--- src/rtl/jt12_limitamp_pkg.sv ---
// jt12_limitamp_pkg
// Shared helpers for the parametrised limiting amplifier:
//   shw_f      - width of a shift amount able to hold 0..MAXSH
//   sat_pos_f  - most positive W-bit two's complement value (0x7F..F)
//   sat_neg_f  - most negative W-bit two's complement value (0x80..0)
//   CLIPCNT_W  - width of the optional clipped-sample counter
package jt12_limitamp_pkg;

  localparam int CLIPCNT_W = 16;

  function automatic int shw_f(input int maxsh);
    return (maxsh < 1) ? 1 : $clog2(maxsh + 1);
  endfunction

  function automatic logic [63:0] sat_pos_f(input int w);
    return (64'd1 << (w - 1)) - 64'd1;
  endfunction

  function automatic logic [63:0] sat_neg_f(input int w);
    return ~sat_pos_f(w);
  endfunction

endpackage

--- src/rtl/jt12_limitamp_sat.sv ---
// jt12_limitamp_sat
// Combinational shift-and-saturate for one channel.
// Ports:
//   x   in  W    signed input sample
//   s   in  SHW  left shift amount (0..MAXSH)
//   y   out W    shifted sample, clamped to the W-bit signed range
//   sat out 1    high when the shifted value did not fit and was clamped
module jt12_limitamp_sat
  import jt12_limitamp_pkg::*;
#(
  parameter int W     = 16,
  parameter int MAXSH = 5,
  localparam int SHW  = shw_f(MAXSH)
) (
  input  logic signed [W-1:0] x,
  input  logic [SHW-1:0]      s,
  output logic signed [W-1:0] y,
  output logic                sat
);

  localparam int XW = W + MAXSH;
  localparam logic [W-1:0] POS = W'(sat_pos_f(W));
  localparam logic [W-1:0] NEG = W'(sat_neg_f(W));

  logic signed [XW-1:0] wide;
  logic                 fits;

  function automatic logic signed [W-1:0] sat_f(input logic signed [XW-1:0] v,
                                                input logic neg, input logic ok);
    if (ok)       return v[W-1:0];
    else if (neg) return $signed(NEG);
    else          return $signed(POS);
  endfunction

  always_comb begin
    wide = {{MAXSH{x[W-1]}}, x};
    wide = wide <<< s;
    // Fits when every bit above the W-bit sign position repeats the sign.
    fits = (&wide[XW-1:W-1]) | ~(|wide[XW-1:W-1]);
    sat  = ~fits;
    y    = sat_f(wide, x[W-1], fits);
  end

endmodule

--- src/rtl/jt12_limitamp_agc.sv ---
// jt12_limitamp_agc
// Multichannel limiting amplifier with a linked left-shift gain, saturation
// and optional automatic gain control. Two-stage pipeline, one sample/cycle.
// Ports:
//   clk, rst_n  clock, asynchronous active-low reset
//   in_valid    input sample strobe
//   in_data     CH*W packed signed samples, channel c at [c*W +: W]
//   gain_max    shift ceiling (values above MAXSH act as MAXSH)
//   agc_en      1 = automatic gain, 0 = static gain of gain_max
//   clip_clr    clears the sticky clip flags (and the clip counter)
//   out_valid   output strobe, two cycles after in_valid
//   out_data    shifted/saturated samples
//   cur_shift   shift currently in effect
//   clip        sticky per-channel saturation flags
//   clip_cnt    saturating clipped-sample count, present only when
//               JT12_LIMITAMP_CLIPCNT_EN is defined
module jt12_limitamp_agc
  import jt12_limitamp_pkg::*;
#(
  parameter int W     = 16,
  parameter int CH    = 2,
  parameter int MAXSH = 5,
  parameter int HOLD  = 1024,
  localparam int SHW  = shw_f(MAXSH)
) (
  input  logic                 clk,
  input  logic                 rst_n,
  input  logic                 in_valid,
  input  logic [CH*W-1:0]      in_data,
  input  logic [SHW-1:0]       gain_max,
  input  logic                 agc_en,
  input  logic                 clip_clr,
  output logic                 out_valid,
  output logic [CH*W-1:0]      out_data,
  output logic [SHW-1:0]       cur_shift,
  output logic [CH-1:0]        clip
`ifdef JT12_LIMITAMP_CLIPCNT_EN
  ,
  output logic [CLIPCNT_W-1:0] clip_cnt
`endif
);

  localparam int             HW        = (HOLD > 1) ? $clog2(HOLD) : 1;
  localparam logic [SHW-1:0] MAXSH_S   = SHW'(MAXSH);
  localparam logic [HW-1:0]  HOLD_LAST = HW'(HOLD - 1);

  logic [SHW-1:0]  gm_clamp, s_eff;
  logic [CH*W-1:0] data_p0_q, sat_data;
  logic [SHW-1:0]  shift_p0_q, gm_p0_q;
  logic            agc_p0_q, vld_p0_q;
  logic [SHW-1:0]  cur_shift_q, cur_shift_d;
  logic [HW-1:0]   hold_q, hold_d;
  logic [CH*W-1:0] out_data_q;
  logic            out_valid_q;
  logic [CH-1:0]   sat_vec, clip_q;
  logic            any_clip;

  // In AGC mode the incoming sample must see the update of the sample now in
  // stage 2, so it takes the next-state shift rather than the register.
  always_comb begin
    gm_clamp = (gain_max > MAXSH_S) ? MAXSH_S : gain_max;
    s_eff    = agc_en ? cur_shift_d : gm_clamp;
  end

  // ---- stage 1: capture sample, its shift and its control context ----
  always_ff @(posedge clk or negedge rst_n) begin
    if (!rst_n) vld_p0_q <= 1'b0;
    else        vld_p0_q <= in_valid;
  end

  always_ff @(posedge clk) begin
    if (in_valid) begin
      data_p0_q  <= in_data;
      shift_p0_q <= s_eff;
      gm_p0_q    <= gm_clamp;
      agc_p0_q   <= agc_en;
    end
  end

  // ---- stage 2: shift/saturate, clip flags and AGC update ----
  for (genvar c = 0; c < CH; c++) begin : g_ch
    jt12_limitamp_sat #(.W(W), .MAXSH(MAXSH)) u_sat (
      .x   (data_p0_q[c*W +: W]),
      .s   (shift_p0_q),
      .y   (sat_data[c*W +: W]),
      .sat (sat_vec[c])
    );
  end

  always_comb begin
    any_clip    = |sat_vec;
    cur_shift_d = cur_shift_q;
    hold_d      = hold_q;
    if (vld_p0_q) begin
      if (!agc_p0_q) begin
        cur_shift_d = shift_p0_q;
        hold_d      = '0;
      end else if (cur_shift_q > gm_p0_q) begin
        // Ceiling was lowered under us: snap down, restart the clean count.
        cur_shift_d = gm_p0_q;
        hold_d      = '0;
      end else if (any_clip) begin
        hold_d = '0;
        if (cur_shift_q != '0) cur_shift_d = cur_shift_q - 1'b1;
      end else if (hold_q == HOLD_LAST) begin
        hold_d = '0;
        if (cur_shift_q < gm_p0_q) cur_shift_d = cur_shift_q + 1'b1;
      end else begin
        hold_d = hold_q + 1'b1;
      end
    end
  end

  always_ff @(posedge clk or negedge rst_n) begin
    if (!rst_n) begin
      out_valid_q <= 1'b0;
      out_data_q  <= '0;
      cur_shift_q <= '0;
      hold_q      <= '0;
      clip_q      <= '0;
    end else begin
      out_valid_q <= vld_p0_q;
      if (vld_p0_q) out_data_q <= sat_data;
      cur_shift_q <= cur_shift_d;
      hold_q      <= hold_d;
      // Clear first, then OR in new saturation so a same-cycle set wins.
      clip_q      <= (clip_clr ? '0 : clip_q) | (vld_p0_q ? sat_vec : '0);
    end
  end

`ifdef JT12_LIMITAMP_CLIPCNT_EN
  logic [CLIPCNT_W-1:0] clip_cnt_q;

  always_ff @(posedge clk or negedge rst_n) begin
    if (!rst_n) begin
      clip_cnt_q <= '0;
    end else if (vld_p0_q && any_clip) begin
      if (clip_clr)         clip_cnt_q <= CLIPCNT_W'(1);
      else if (!(&clip_cnt_q)) clip_cnt_q <= clip_cnt_q + 1'b1;
    end else if (clip_clr) begin
      clip_cnt_q <= '0;
    end
  end

  assign clip_cnt = clip_cnt_q;
`endif

  assign out_valid = out_valid_q;
  assign out_data  = out_data_q;
  assign cur_shift = cur_shift_q;
  assign clip      = clip_q;

endmodule

--- config.mk ---
export PLATFORM = sky130hd
export DESIGN_NAME = jt12_limitamp_agc
export DESIGN_NICKNAME = d
export VERILOG_FILES = /design/src/rtl/jt12_limitamp_pkg.sv /design/src/rtl/jt12_limitamp_sat.sv /design/src/rtl/jt12_limitamp_agc.sv
export SDC_FILE = /design/constraint.sdc
export NUM_CORES = 1
export LEC_CHECK = 0
export BUFFER_PORTS_ARGS = -buffer_cell sky130_fd_sc_hd__clkbuf_2
export CAP_MARGIN = 20
export CORE_AREA = 2 2 126 116
export CTS_BUF_LIST = sky130_fd_sc_hd__clkbuf_16
export CTS_CLUSTER_SIZE = 16
export DETAILED_ROUTE_END_ITERATION = 7
export DIE_AREA = 0 0 128 118
export PLACE_DENSITY = 0.65
export SLEW_MARGIN = 30
export SYNTH_ARGS = -nofsm -noshare
export SYNTH_HDL_FRONTEND = slang
export SYNTH_SLANG_ARGS = --single-unit
--- constraint.sdc ---
create_clock -name clk -period 3.25 [get_ports clk]
set_clock_uncertainty 0.05 [all_clocks]
set_input_delay 0.4875 -clock clk [delete_from_list [all_inputs] [get_ports clk]]
set_output_delay 0.4875 -clock clk [all_outputs]
set_load 0.05 [all_outputs]
Word-level counts from Yosys, hierarchy flattened:

Cells that the tools add are included.
Widths: inputs -> output; s select.

* logic and storage cells: 51
* bits of input ports: 40
* output and inout port bits: 38
* register bits after elaboration: 88

* eq/ne operators: 1
* muxes and demuxes: 19
* order comparisons: 3
* shift operators: 2
* bitwise operators: 7
* add/sub/neg operators: 3
* reduce and logical (&&, ||, !) cells: 6

Operators with widths (count)
* $mux 16: 4
* $sshl 16x3->21: 2
* $mux 10: 4
* $mux 3: 9
* $reduce_and 6->1: 2
* $reduce_or 6->1: 2
* $add 10x1->10 const B: 1
* $eq 10x10->1 const B: 1
* $mux 2: 2
* $not 1->1: 4
* $add 3x1->3 const B: 1
* $gt 3x3->1: 1
* $gt 3x3->1 const B: 1
* $lt 3x3->1: 1
* $reduce_bool 3->1: 1
* $sub 3x1->3 const B: 1
* $or 1x1->1: 2
* $or 2x2->2: 1
* $reduce_or 2->1: 1

Longest topological paths before layout:

* word-level depth: 11
* mapped depth: 12
* mapped depth without buffers: 10

Hierarchy:

From an unflattened synthesis, not the netlist that was laid out.

* cells, all modules: 456
* area, all modules: 5316.3 µm²

Modules (own cells, without submodules)
* jt12_limitamp_agc: seq. area each 2397.3 µm², cells an instance 254, times used 1, area each 3577.2 µm²
* jt12_limitamp_sat: seq. area each 0.0 µm², cells an instance 101, times used 2, area each 869.6 µm²

Least setup slack after synthesis:

OpenSTA, ideal clock, no wires.

* kind: flip-flop to flip-flop
* start point: register shift_p0_q[1]
* end point: register shift_p0_q[0], data pin
* required time: 2.939 ns
* slack: 0.253 ns
* clock period less this slack: 2.997 ns
* arrival time: 2.686 ns
* cell stages (with the launch flop): 11
* setup time: 0.261 ns
* buffers on the path: 2
* path through: edfxtp_1 > buf_6 > buf_6 > or3_4 > a2111oi_4 > o32ai_2 > o21ai_4 > nor2_2 > or3_1 > o2111a_1 > a221o_1

* longest elaborated chain between the ends: 11
* elaborated cells between the ends (all ways): 18
* classes of those cells: shift: 2; mux: 5; bitwise: 6; reduce/logical: 5

RTL lines
* from (decl): line jt12_limitamp_agc.sv:49 `logic [SHW-1:0] shift_p0_q, gm_p0_q;`
* from (signal assigned): line jt12_limitamp_agc.sv:74 `shift_p0_q <= s_eff;`
* $sshl 16x3->21: line jt12_limitamp_sat.sv:37 `wide = wide <<< s;`
* $reduce_or 6->1: line jt12_limitamp_sat.sv:39 `fits = (&wide[XW-1:W-1]) | ~(|wide[XW-1:W-1]);`
* $not 1->1: line jt12_limitamp_sat.sv:39
* $or 1x1->1: line jt12_limitamp_sat.sv:39
* $not 1->1: line jt12_limitamp_sat.sv:40 `sat = ~fits;`
* $reduce_or 2->1 *: line jt12_limitamp_agc.sv:91 `any_clip = |sat_vec;`
* $mux 3 *: line jt12_limitamp_agc.sv:102 `end else if (any_clip) begin`
* $mux 3 *: line jt12_limitamp_agc.sv:98 `end else if (cur_shift_q > gm_p0_q) begin`
* $mux 3 *: line jt12_limitamp_agc.sv:95 `if (!agc_p0_q) begin`
* $mux 3 *: line jt12_limitamp_agc.sv:94 `if (vld_p0_q) begin`
* $mux 3 *: line jt12_limitamp_agc.sv:62 `s_eff = agc_en ? cur_shift_d : gm_clamp;`
* via s_eff[0]: line jt12_limitamp_agc.sv:47 `logic [SHW-1:0] gm_clamp, s_eff;`

The timed path passes the listed nets; every way through them passes the cells marked *.
A chain may end at the register's enable or synchronous reset.

Worst setup path in the final report:

Ends and elaborated chain as after synthesis.

==> flow_summary_export.csv <==
group,metric,value,unit
status,status,"completed",
sta,drv_slew,0,
routing,drc,0,
placement,io_buffers,77,
layout,diodes,0,
clocking,clockBufferDepth,2,
worst_setup_path,r2r_slack,0.18,ns
sta,finalSetupViolations,0,
logic_synthesis,synth_enable_flop_cells,39,
sta,finalWorstSetupSlack,0.1829,ns
logic_synthesis,ys_seq_area_share,47.67,%
global_routing,grt_usage,16.98,%
sta,finalCritPeriodShare,94.37,%
global_routing,overflow,0,
job,drv_cap,0,
routing,routedWlPerCell,15.92,um
routing,viasPerCell,5.386,
logic_synthesis,syn_nets,563,
global_routing,grt_antenna_before_repair,0,
floorplan,fp.dieW,128,um
logic_synthesis,syn_avg_cell_area,9.764,um^2
placement,post-place-ws,0.2211,ns
floorplan,io_pins,78,
logic_synthesis,yosysWarnings,0,
sta,fin_crit,3.067,ns
sta,max_slew.worst_pin.slew,0.8610,ns
sta,max-slew-margin-rel,42.60,%
worst_setup_path,end_kind,"register",
worst_setup_path,cp.required,3.30,ns
logic_synthesis,ys_top_cells_by_area,"dfrtp_1 (24%), edfxtp_1 (23%), mux2i_1 (4.6%), o21ai_0 (4.6%), nand2_1 (4.0%)",
logic_synthesis,synth.most_common_cell,"nand2_1",
routing,ant_nets,0,
clocking,cts_setup_buffers,0,
layout,fill_cells,1349,
global_routing,grt_pass1_wl,20.16,mm
power_and_ir_drop,leakage,2.538,nW
logic_synthesis,synth_top_area_share,24.38,%
placement,dp_hpwl,9.196,mm
logic_synthesis,syn_area,5029,um^2
clocking,cts_tree,"built",
floorplan,fp.dieArea,15100,um^2
clocking,cts_max_level,3,
worst_setup_path,arrival,3.12,ns
layout,final_nets,636,
logic_synthesis,syn_inst,515,
global_routing,grt_max_degree,55,
floorplan,initial_utilization,36.58,%
placement,gp_congestion,0.9109,
worst_setup_path,worstSetupPathType,"register to register",
clocking,cts_resized,0,
sta,finalHoldViolations,0,
power_and_ir_drop,powerDensity,621.7,nW/um^2
logic_synthesis,synthFlopType,"dfrtp_1",
logic_synthesis,synth.distinct_cells,62,
sta,max_freq,326.0,MHz
global_routing,grt_pass1_vias,3926,
layout,area_growth,17.74,%
floorplan,fp.dieH,118,um
power_and_ir_drop,peakVddDrop,249.7,uV
floorplan,rows,41,
clocking,cts_hold_buffers,0,
layout,drive_gt1_share,24.62,%
clocking,insertion_delay,0.35,ns
worst_setup_path,critPathLaunchType,"register",
routing,drt_iter0_markers,382,
routing,drt_wl_total,12.18,mm
logic_synthesis,synth_common_cells,"nand2_1 (53), dfrtp_1 (49), o21ai_0 (46), a21oi_1 (39), edfxtp_1 (39)",
logic_synthesis,synth_top_area_cell,"dfrtp_1",
logic_synthesis,synth_seq_cells,88,
worst_setup_path,cp_max_fo,13,
routing,via_count,4120,
hold_path,min_path_type,"primary input to asynchronous set/reset pin",
clocking,clock-sinks,88,
floorplan,core_area,13750,um^2
routing,drt-pass1-iter-count,5,
clocking,cts_buffers,9,
sta,fin_tns_setup,0,ns
logic_synthesis,async_reset_ff_share,55.68,%
sta,rsz0062_at_grt,"no",
clocking,cts_root_buf,"clkbuf_16",
clocking,cts.clk_slew.worst_paths,0.06,ns
final timing paths:
| kind | start | endpoint | cells after the start |
|---|---|---|---|
| max | shift_p0_q[1] | shift_p0_q[0] | 9 |
| max reg2reg | shift_p0_q[1] | shift_p0_q[0] | 9 |
| max in group asynchronous | rst_n | out_data[10] | 2 |
| min reg2reg | hold_q[5] | hold_q[5] | 1 |
| min in group clk | in_data[30] | data_p0_q[30] | 1 |
| min | rst_n | hold_q[4] | 1 |
logic make-up after synthesis:
family / count (synthesis) / synth area share, %
XOR/XNOR: 3 / 0.5226
buffers and inverters: 66 / 5.325
AO/OA/AOI/OAI: 148 / 19.04
flip-flops: 88 / 47.67
multiplexers: 42 / 9.953
AND/OR/NAND/NOR: 160 / 15.50
adder cells (fa/ha/maj): 8 / 1.991
routing by layer:
metal | wire length (um) | up-vias | part of all wire, % | GRT usage [%]
li1 | - | 2023 | - | -
met1 | 6381 | 1951 | 52 | 26.17
met2 | 4945 | 131 | 41 | 22.96
met3 | 615 | 15 | 5.0 | 3.227
met4 | 237 | 0 | 1.9 | 7.074
met5 | 0 | - | 0 | 0
where the power goes:
| group | switching (mW) | total, mW | internal, mW |
|---|---|---|---|
| clock | 0.435 | 0.999 | 0.564 |
| combinational | 0.856 | 1.25 | 0.398 |
| sequential | 0.120 | 1.43 | 1.31 |
placed cells by master, fill, tap and decap left out, drive strengths merged, types with 3 or more instances in the layout:
cell type  netlist  final
ha               8      8
clkbuf          24     86
nand3           10     10
o21ai           48     48
nand2           53     53
dfrtp           49     49
and3            10     10
a211oi           4      4
edfxtp          39     39
a31oi            9      9
mux2i           23     23
mux2            14     14
or3              7      7
nor2b            8      8
or2              3      3
o211ai          16     16
a21oi           39     39
nor2            39     39
and2             6      6
inv             30     32
clkinv           1      3
buf             11     21
nand2b           3      3
nor3            13     13
xnor2            3      3
mux4             5      5
stage by stage:
step | cell area (um^2) | utilization (%) | total power [mW] | instances | hold slack [ns]
global route | 5921 | 43.07 | 3.882 | 765 | 0.1913
global placement | 5629 | 40.94 | 2.670 | 749 | 0.4352
finish | 5921 | 43.07 | 3.681 | 765 | 0.1400
CTS | 5921 | 43.07 | 3.703 | 765 | 0.1534
detailed placement | 5629 | 40.94 | 2.697 | 749 | 0.4476
floorplan | 5029 | - | 2.351 | 515 | 0.1419
worst max-delay path: stages (launching register included):
cell and delay, ns:
edfxtp_1 0.34, buf_4 0.20, mux2_2 0.38, mux2i_1 0.23, o41ai_1 0.12, and4_1 0.27, o2111a_1 0.28, or3_1 0.33
o2111a_1 0.28, a221o_1 0.34
sequential cells by signal, indices dropped and copies added, names as in the netlist:
signal	cells
data_p0_q	32
out_data	32
hold_q	10
cur_shift	3
gm_p0_q	3
shift_p0_q	3
clip	2
agc_p0_q	1
out_valid	1
vld_p0_q	1
area by class of cell:
class / instances / area, um^2 / share of cell area, %
clock inverters: 6 / 41.29 / 0.6974
multi-input cells: 361 / 2364 / 39.92
well taps: 172 / 215.2 / 3.635
inverters: 31 / 116.4 / 1.965
flip-flops and latches: 88 / 2399 / 40.51
clock buffers: 10 / 250.2 / 4.227
repair buffers: 97 / 535.5 / 9.045
Power figures use the tool's default switching activity.
